`src/rtl/mem_ctrl_pkg.sv`:
```
// ============================================================================
// Module : mem_ctrl_pkg
// Brief  : Shared RV32I load/store codes, FSM states and helpers for mem_ctrl
// Rev    : 1.0
// ============================================================================
`default_nettype none

package mem_ctrl_pkg;

  localparam int BYTE_W = 8;

  localparam logic [2:0] F3_LB  = 3'b000;
  localparam logic [2:0] F3_LH  = 3'b001;
  localparam logic [2:0] F3_LW  = 3'b010;
  localparam logic [2:0] F3_LBU = 3'b100;
  localparam logic [2:0] F3_LHU = 3'b101;
  localparam logic [2:0] F3_SB  = 3'b000;
  localparam logic [2:0] F3_SH  = 3'b001;
  localparam logic [2:0] F3_SW  = 3'b010;

  typedef enum logic [1:0] {
    MC_IDLE   = 2'd0,
    MC_IF_RD  = 2'd1,
    MC_MEM_RD = 2'd2,
    MC_MEM_WR = 2'd3
  } mc_state_e;

  // Number of byte cycles an access needs; unknown sizes behave as a word.
  function automatic logic [2:0] access_bytes(input logic [2:0] funct3);
    case (funct3[1:0])
      F3_SB[1:0]:        return 3'd1;
      F3_SH[1:0]:        return 3'd2;
      F3_SW[1:0], 2'b11: return 3'd4;
      default:           return 3'd4;
    endcase
  endfunction

endpackage

`default_nettype wire

```
`src/rtl/mem_ctrl_ext.sv`:
```
// ============================================================================
// Module : mem_ctrl_ext
// Brief  : funct3-driven sign/zero extension of an assembled load word
// Rev    : 1.0
// ============================================================================
`default_nettype none

module mem_ctrl_ext
  import mem_ctrl_pkg::*;
#(
  parameter int XLEN = 32
) (
  input  logic [2:0]      funct3_i,
  input  logic [XLEN-1:0] word_i,
  output logic [XLEN-1:0] data_o
);

  always_comb begin
    data_o = word_i;
    case (funct3_i)
      F3_LB:   data_o = {{(XLEN-8){word_i[7]}}, word_i[7:0]};
      F3_LH:   data_o = {{(XLEN-16){word_i[15]}}, word_i[15:0]};
      F3_LBU:  data_o = {{(XLEN-8){1'b0}}, word_i[7:0]};
      F3_LHU:  data_o = {{(XLEN-16){1'b0}}, word_i[15:0]};
      F3_LW:   data_o = word_i;
      default: data_o = word_i;
    endcase
  end

endmodule

`default_nettype wire

```
`src/rtl/mem_ctrl.sv`:
```
// ============================================================================
// Module : mem_ctrl
// Brief  : Byte-serial RAM port master arbitrating instruction fetch and data
// Rev    : 1.0
// ============================================================================
`default_nettype none

module mem_ctrl
  import mem_ctrl_pkg::*;
#(
  parameter int ADDR_W = 32,
  parameter int XLEN   = 32
) (
  input  logic              clk,
  input  logic              rst,
  input  logic              if_req,
  input  logic [ADDR_W-1:0] if_addr,
  input  logic              if_flush,
  output logic              if_done,
  output logic [XLEN-1:0]   if_inst,
  input  logic              mem_req,
  input  logic              mem_we,
  input  logic [2:0]        mem_funct3,
  input  logic [ADDR_W-1:0] mem_addr,
  input  logic [XLEN-1:0]   mem_wdata,
  output logic              mem_done,
  output logic [XLEN-1:0]   mem_rdata,
  output logic [ADDR_W-1:0] ram_addr,
  output logic [BYTE_W-1:0] ram_dout,
  output logic              ram_wr,
  input  logic [BYTE_W-1:0] ram_din,
  output logic              stall_req_if,
  output logic              stall_req_mem
);

  mc_state_e         state_q, state_d;
  logic [2:0]        cnt_q, cnt_d;
  logic [ADDR_W-1:0] base_q, base_d;
  logic [2:0]        f3_q, f3_d;
  logic [XLEN-1:0]   wdata_q, wdata_d;
  logic [XLEN-1:0]   asm_q, asm_d;
  logic [ADDR_W-1:0] ram_addr_q, ram_addr_d;
  logic [BYTE_W-1:0] ram_dout_q, ram_dout_d;
  logic              ram_wr_q, ram_wr_d;
  logic              if_done_q, if_done_d;
  logic              mem_done_q, mem_done_d;
  logic [XLEN-1:0]   if_inst_q, if_inst_d;
  logic [XLEN-1:0]   mem_rdata_q, mem_rdata_d;

  logic [2:0]        w_n;
  logic [2:0]        w_edge;
  logic [1:0]        w_byte_sel;
  logic [XLEN-1:0]   w_asm;
  logic [XLEN-1:0]   w_ext;

  // w_edge is the index of the edge about to happen, counted from the grant.
  assign w_n        = (state_q == MC_IF_RD) ? 3'd4 : access_bytes(f3_q);
  assign w_edge     = cnt_q + 3'd1;
  assign w_byte_sel = 2'(w_edge - 3'd2);

  always_comb begin
    w_asm = asm_q;
    w_asm[w_byte_sel*BYTE_W +: BYTE_W] = ram_din;
  end

  mem_ctrl_ext #(.XLEN(XLEN)) u_ext (
    .funct3_i (f3_q),
    .word_i   (w_asm),
    .data_o   (w_ext)
  );

  always_comb begin
    state_d     = state_q;
    cnt_d       = cnt_q;
    base_d      = base_q;
    f3_d        = f3_q;
    wdata_d     = wdata_q;
    asm_d       = asm_q;
    ram_addr_d  = ram_addr_q;
    ram_dout_d  = ram_dout_q;
    ram_wr_d    = ram_wr_q;
    if_done_d   = 1'b0;
    mem_done_d  = 1'b0;
    if_inst_d   = if_inst_q;
    mem_rdata_d = mem_rdata_q;

    case (state_q)
      MC_IDLE: begin
        // Requesters drop req during their done cycle, so never grant then.
        if (!if_done_q && !mem_done_q) begin
          if (mem_req) begin
            state_d    = mem_we ? MC_MEM_WR : MC_MEM_RD;
            base_d     = mem_addr;
            f3_d       = mem_funct3;
            wdata_d    = mem_wdata;
            asm_d      = '0;
            cnt_d      = 3'd0;
            ram_addr_d = mem_addr;
            ram_wr_d   = mem_we;
            ram_dout_d = mem_wdata[BYTE_W-1:0];
          end else if (if_req && !if_flush) begin
            state_d    = MC_IF_RD;
            base_d     = if_addr;
            asm_d      = '0;
            cnt_d      = 3'd0;
            ram_addr_d = if_addr;
            ram_wr_d   = 1'b0;
          end
        end
      end

      MC_IF_RD, MC_MEM_RD: begin
        if (state_q == MC_IF_RD && if_flush) begin
          state_d = MC_IDLE;
        end else begin
          cnt_d = w_edge;
          if (w_edge < w_n) ram_addr_d = base_q + ADDR_W'(w_edge);
          if (w_edge >= 3'd2) asm_d = w_asm;
          if (w_edge == w_n + 3'd1) begin
            state_d = MC_IDLE;
            if (state_q == MC_IF_RD) begin
              if_done_d = 1'b1;
              if_inst_d = w_asm;
            end else begin
              mem_done_d  = 1'b1;
              mem_rdata_d = w_ext;
            end
          end
        end
      end

      MC_MEM_WR: begin
        cnt_d = w_edge;
        if (w_edge < w_n) begin
          ram_addr_d = base_q + ADDR_W'(w_edge);
          ram_dout_d = wdata_q[w_edge[1:0]*BYTE_W +: BYTE_W];
          ram_wr_d   = 1'b1;
        end else begin
          ram_wr_d   = 1'b0;
          mem_done_d = 1'b1;
          state_d    = MC_IDLE;
        end
      end

      default: state_d = MC_IDLE;
    endcase
  end

  always_ff @(posedge clk) begin
    if (rst) begin
      state_q     <= MC_IDLE;
      cnt_q       <= 3'd0;
      base_q      <= '0;
      f3_q        <= 3'd0;
      wdata_q     <= '0;
      asm_q       <= '0;
      ram_addr_q  <= '0;
      ram_dout_q  <= '0;
      ram_wr_q    <= 1'b0;
      if_done_q   <= 1'b0;
      mem_done_q  <= 1'b0;
      if_inst_q   <= '0;
      mem_rdata_q <= '0;
    end else begin
      state_q     <= state_d;
      cnt_q       <= cnt_d;
      base_q      <= base_d;
      f3_q        <= f3_d;
      wdata_q     <= wdata_d;
      asm_q       <= asm_d;
      ram_addr_q  <= ram_addr_d;
      ram_dout_q  <= ram_dout_d;
      ram_wr_q    <= ram_wr_d;
      if_done_q   <= if_done_d;
      mem_done_q  <= mem_done_d;
      if_inst_q   <= if_inst_d;
      mem_rdata_q <= mem_rdata_d;
    end
  end

  assign ram_addr      = ram_addr_q;
  assign ram_dout      = ram_dout_q;
  assign ram_wr        = ram_wr_q;
  assign if_done       = if_done_q;
  assign mem_done      = mem_done_q;
  assign if_inst       = if_inst_q;
  assign mem_rdata     = mem_rdata_q;
  assign stall_req_if  = if_req & ~if_done_q & ~if_flush;
  assign stall_req_mem = mem_req & ~mem_done_q;

endmodule

`default_nettype wire
```
`config.mk`:
```
export PLATFORM = sky130hd
export DESIGN_NAME = mem_ctrl
export DESIGN_NICKNAME = d
export VERILOG_FILES = /design/src/rtl/mem_ctrl_pkg.sv /design/src/rtl/mem_ctrl_ext.sv /design/src/rtl/mem_ctrl.sv
export SDC_FILE = /design/constraint.sdc
export NUM_CORES = 1
export LEC_CHECK = 0
export ABC_AREA = 1
export CAP_MARGIN = 20
export CORE_MARGIN = 1.5
export CORE_UTILIZATION = 40
export DETAILED_ROUTE_END_ITERATION = 8
export GPL_ROUTABILITY_DRIVEN = 0
export PLACE_DENSITY = 0.78
export SKIP_CTS_REPAIR_TIMING = 1
export SLEW_MARGIN = 20
export SYNTH_ARGS = -nofsm -noshare
export SYNTH_HDL_FRONTEND = slang
export SYNTH_SLANG_ARGS = --single-unit
```
`constraint.sdc`:
```
create_clock -name clk -period 2.44 [get_ports clk]
set_clock_uncertainty 0.05 [all_clocks]
set_input_delay 0.366 -clock clk [delete_from_list [all_inputs] [get_ports clk]]
set_output_delay 0.366 -clock clk [all_outputs]
set_load 0.01 [all_outputs]
```
# Yosys cells after proc, flatten, opt, wreduce, memory -nomap -nowiden
# Index checks and enable logic that the tools add are counted.
[word_totals]
regBits = 211
output_inout_bits = 109
elab_cells = 119
[classes]
add_sub_neg = 5
order_cmp = 2
eq_ne = 18
n_shift = 3
muxes = 44
bitwise = 10
reduce_logical = 24
[ops]
columns = ["op", "n"]
rows = [
  ["$mux W32", 10],
  ["$pmux W32 S4", 1],
  ["$pmux W32 S3", 1],
  ["$pmux W32 S2", 1],
  ["$neg A5 Y34", 1],
  ["$shift A8 B34 Y32 const A", 1],
  ["$shiftx A8 B34 Y32", 1],
  ["$add A32 B3 Y32", 1],
  ["$bwmux W32", 1],
  ["$shiftx A32 B6 Y8", 1],
  ["$mux W8", 3],
  ["$pmux W3 S3", 2],
  ["$pmux W8 S2", 1],
  ["$reduce_and A4 Y1", 4],
  ["$mux W3", 5],
  ["$mux W2", 6],
  ["$ne A2 B2 Y1 const B", 6],
  ["$reduce_and A3 Y1", 4],
  ["$mux W1", 10],
  ["$eq A2 B2 Y1 const B", 4],
  ["$not A1 Y1", 7],
  ["$add A3 B1 Y3 const B", 2],
  ["$eq A3 B3 Y1 const B", 2],
  ["$ne A3 B3 Y1 const B", 2],
  ["other kinds (17)", 29],
]

# Depth between registers and ports, before layout
[logic_depth]
depth_word = 9
mapped_depth = 16

# Hierarchy
# A second synthesis with hierarchy kept.
[hier_totals]
cells_unflattened = 1584
area_unflattened_um2 = 10654.0
[by_module_without_submodules]
columns = ["module", "instances", "cells_each", "area_per_inst_um2"]
rows = [
  ["mem_ctrl", 1, 1514, 10264.8],
  ["mem_ctrl_ext", 1, 70, 389.1],
]

# Worst setup path after synthesis
# OpenSTA, ideal clock, no wires.
[synth_path]
kind = "flip-flop to flip-flop"
from = "register cnt_q[0]"
to = "register ram_addr_q[14], in the netlist ram_addr[14]"
arrival_ns = 2.457
required_ns = 2.281
path_slack_ns = -0.175
path_stages_with_launch = 16
cell_sequence = "dfxtp_1 -> buf_6 -> inv_1 -> clkbuf_1 -> ha_1 -> fa_1 -> nand2_1 -> nand2_1 -> nand3_1 -> nor2_1 -> xor2_1 -> nand2_1 -> nand2_1 -> nand2_1 -> nand2_1 -> inv_1"
[synth_via]
elab_chain_cells = 5
elab_cells_between_ends = 6
cone_classes = "add/sub (2); order compare (1); mux (3)"
[synth_rtl]
columns = ["element", "line", "text"]
rows = [
  ["start: declaration", "mem_ctrl.sv:37", "logic [2:0] cnt_q, cnt_d;"],
  ["start signal: assignment", "mem_ctrl.sv:166", "cnt_q <= cnt_d;"],
  ["$add A3 B1 Y3 *", "mem_ctrl.sv:58", "assign w_edge = cnt_q + 3'd1;"],
  ["$add A32 B3 Y32 or $lt A3 B3 Y1 (tied branches)", "mem_ctrl.sv:117, mem_ctrl.sv:135, mem_ctrl.sv:134", ""],
  ["$mux W32 *", "mem_ctrl.sv:117, mem_ctrl.sv:134", ""],
  ["$mux W32", "mem_ctrl.sv:113", "if (state_q == MC_IF_RD && if_flush) begin"],
  ["$pmux W32 S3 *", "mem_ctrl.sv:87", "case (state_q)"],
  ["end signal: assignment", "mem_ctrl.sv:171", "ram_addr_q <= ram_addr_d;"],
  ["end: declaration", "mem_ctrl.sv:42", "logic [ADDR_W-1:0] ram_addr_q, ram_addr_d;"],
]
# Every way passes the cells marked *; elsewhere a longest branch is shown, timed or not. The select of a mux whose other input is x is not followed.
# A chain may end at the register's enable or synchronous reset.

# Worst setup path after layout
[layout_path]
from = "register cnt_q[0]"
to = "register mem_rdata_q[14], in the netlist mem_rdata[14]"
[layout_via]
elab_chain_cells = 6
elab_cells_between_ends = 9
cone_classes = "add/sub (3); eq/ne (1); shift (2); mux (2); reduce/logical (1)"
[layout_rtl]
columns = ["element", "line", "text"]
rows = [
  ["$add A3 B1 Y3 *", "mem_ctrl.sv:58", ""],
  ["$sub A2 B2 Y2", "mem_ctrl.sv:59", "assign w_byte_sel = 2'(w_edge - 3'd2);"],
  ["$neg A5 Y34", "mem_ctrl.sv:63", "w_asm[w_byte_sel*BYTE_W +: BYTE_W] = ram_din;"],
  ["$shiftx A8 B34 Y32 or $shift A8 B34 Y32 (tied branches)", "mem_ctrl.sv:63", ""],
  ["$bwmux W32", "mem_ctrl.sv:63", ""],
  ["$pmux W32 S4", "mem_ctrl_ext.sv:20", "case (funct3_i)"],
  ["end signal: assignment", "mem_ctrl.sv:177", "mem_rdata_q <= mem_rdata_d;"],
  ["end: declaration", "mem_ctrl.sv:48", "logic [XLEN-1:0] mem_rdata_q, mem_rdata_d;"],
]
# Every way passes the cells marked *; elsewhere a longest branch is shown, timed or not.

==> flow_summary.yaml <==
run_status:
  status: "complete, no violations"
worst_setup_path:
  worst-path-max-fanout: 8
  rr_startpoint: "cnt_q[0]"
  cp_data_arrival_time_ns: 2.78
  cp_num_buf_inv: 4
  crit_top_cell: "o21ai_0"
  max_stage_delay_ns: 0.37
  slowest_stage: "dfxtp_4"
  endpoint_kind: "register"
  crit_type: "reg2reg"
  worstSetupStartpoint: "cnt_q[0]"
  critPathRequiredTime_ns: 2.85
  regToRegSetupSlack_ns: 0.06
  cp_top_family: "buffers and inverters"
  crit_chain: "clkinvlp_4 -> ha_4 -> buf_6 -> inv_4 -> nor2_8 -> nand3_4 -> buf_12 -> o21ai_0 -> o21ai_0 -> nand2_1 -> nor2_2 -> nor2_1"
  start_kind: "register"
synth:
  yosys.area.top_type: "dfxtp_1"
  syn_inst: 1685
  synth.area.top_cells: "dfxtp_1, nand2_1, nor2_1"
  yosysSeqAreaShare_pct: 39.0
  synth_top_area_share_pct: 39.0
  async_reset_ff_share_pct: 0
  syn_nets: 1815
  synth.distinct_cells: 42
  syn_avg_cell_area_um2: 6.43
  synth_seq_cells: 211
  synth_flop_cell: "dfxtp_1"
  synth_edf_count: 0
  netlist_area_um2: 10800
  yosysWarnings: 0
final_layout:
  mostFrequentLayoutCells: "nand2_1, nor2_1, clkdlybuf4s50_1"
  fin_util_pct: 54.7
  layout.nets: 2032
  post_route_cells_drive_above_1_share_pct: 9.11
  final_common_cell: "nand2_1"
  fillers: 2489
  multiInputGateArea_um2: 5720
  syn_to_final_growth_pct: 35.3
  regArea_um2: 4230
route:
  firstDrtPassIters: 5
  viasPerCell: 5.17
  wl_per_cell_um: 15.2
  routed_wl_um: 34400
  vias: 11700
  antenna_left: 0
  drc: 0
  first_iter_violations: 1239
hold_path:
  hp-start: "rst"
  hp-class: "in2reg"
sta:
  setup_viol: 0
  rsz0062_at_grt: "true"
  maxSlewHeadroom_pct: 46.3
  slew_viol_final: 0
  worstMarginPinSlew_ns: 0.806
  hold_viol_final: 0
  max_freq_mhz: 421
  period_needed_ns: 2.38
  setup_tns_ns: 0
  fin_crit_sh_pct: 97.4
die:
  ios: 222
  die_w_um: 168
  initial_utilization_pct: 40.4
  placementRows: 60
  dieArea_um2: 28100
  core-area_um2: 26800
  die_h_um: 168
clock_tree:
  cts_htree_levels: 1
  numClockSinks: 211
  clockRootBuffer: "clkbuf_16"
  insertion_delay_ns: 0.52
  path_clk_slew_ns: 0.07
  cts_tree: "built"
  clock_path_buffers: 3
  cts_buffers: 24
place:
  dp_hpwl_um: 23600
  portBuffers: 221
grt:
  grt_max_degree: 69
  grt_pass1_vias: 10600
  use_met1_pct: 32.0
  grt_pass1_wl_um: 53600
  met3_usage_pct: 4.37
  antenna_found_initial: 1
  grt.busiest_layer: "met2"
  gr-total-overflow: 0
  grt_util_met2_pct: 36.2
  grt_use_total_pct: 23.2
power:
  peakVddDrop_mv: 0.634
  leakage_nw: 6.55
  p_per_area_nw_per_um2: 1080
job:
  maxCapViolCount: 0
## kinds of logic after synthesis
| family | count (synthesis) | synth area share, % |
|---|---|---|
| AOI/OAI and AO/OA | 269 | 14.1 |
| xor gates and xnor gates | 8 | 0.647 |
| adders and majority gates | 17 | 2.03 |
| buffers and inverters | 272 | 10.4 |
| DFF | 211 | 39.0 |
| muxes | 3 | 0.277 |
| and+or+nand+nor | 905 | 33.6 |
## registers in the layout, indices dropped and copies added (netlist names), 2 cells and up
name / flops
state_q: 2
cnt_q: 3
base_q: 32
if_inst: 32
asm_q: 32
mem_rdata: 32
ram_addr: 32
f3_q: 3
wdata_q: 32
ram_dout: 8
## cells in the mapped netlist (4+ instances only)
cell / instances
o22ai_1: 19
ha_1: 16
buf_6: 8
nand2_1: 505
nand4_1: 5
inv_2: 4
dfxtp_1: 211
a31oi_1: 8
inv_1: 174
buf_2: 19
xor2_1: 6
buf_4: 5
o31ai_1: 7
a22oi_1: 6
a221oi_1: 22
a21oi_1: 99
clkbuf_1: 58
nor2_1: 297
nand3_1: 76
o21ai_0: 101
## worst reg2reg max path: cells and delay by family (launching register included)
| kind | cells | cell delay [ns] |
|---|---|---|
| compound gates | 2 | 0.46 |
| fa+ha+maj | 1 | 0.37 |
| buf+inv | 4 | 0.53 |
| flops | 1 | 0.37 |
| simple gates | 5 | 0.53 |
## layer usage
layer / up-vias / part of all wire [%]
met1: 5354 / 44
met2: 503 / 44
met3: 80 / 8.5
li1: 5757 / -
met5: - / 0
met4: 0 / 3.4
## worst paths after layout
kind | cells after the start | endpoint
worst min register to register | 2 | wdata_q[13]
worst min-delay path | 2 | ram_dout[2]
worst max-delay path | 12 | mem_rdata[14]
worst max register to register | 12 | mem_rdata[14]
## per-stage QoR
stage	instances	power, W	setup slack, ns	hold WS (ns)	area, um^2
after CTS	2245	0.0154	-0.0865	0.171	14300
after floorplan	1685	0.00912	0.0726	0.371	10900
final	2262	0.0158	0.0642	0.187	14700
after detailed placement	2201	0.0116	-0.117	0.383	13400
after global routing	2262	0.0169	-0.0433	0.197	14700
after global placement	2201	0.0114	-0.0170	0.381	13400
## layout make-up
class                           instances  share of cell area (%)
Tap cell                              341                    2.91
Timing Repair Buffer                  279                    18.8
Multi-Input combinational cell       1205                    39.0
Clock inverter                          7                   0.657
Clock buffer                           37                    5.12
Sequential cell                       211                    28.8
Inverter                              181                    4.70
Antenna cell                            1                  0.0171
## power by group
part | leakage, nW | switching, W | total [W] | internal [W]
clock | 0.421 | 0.00149 | 0.00382 | 0.00233
sequential | 1.73 | 0.000572 | 0.00490 | 0.00433
combinational | 4.40 | 0.00426 | 0.00713 | 0.00286
No activity file was read; power rests on OpenSTA's default activity.
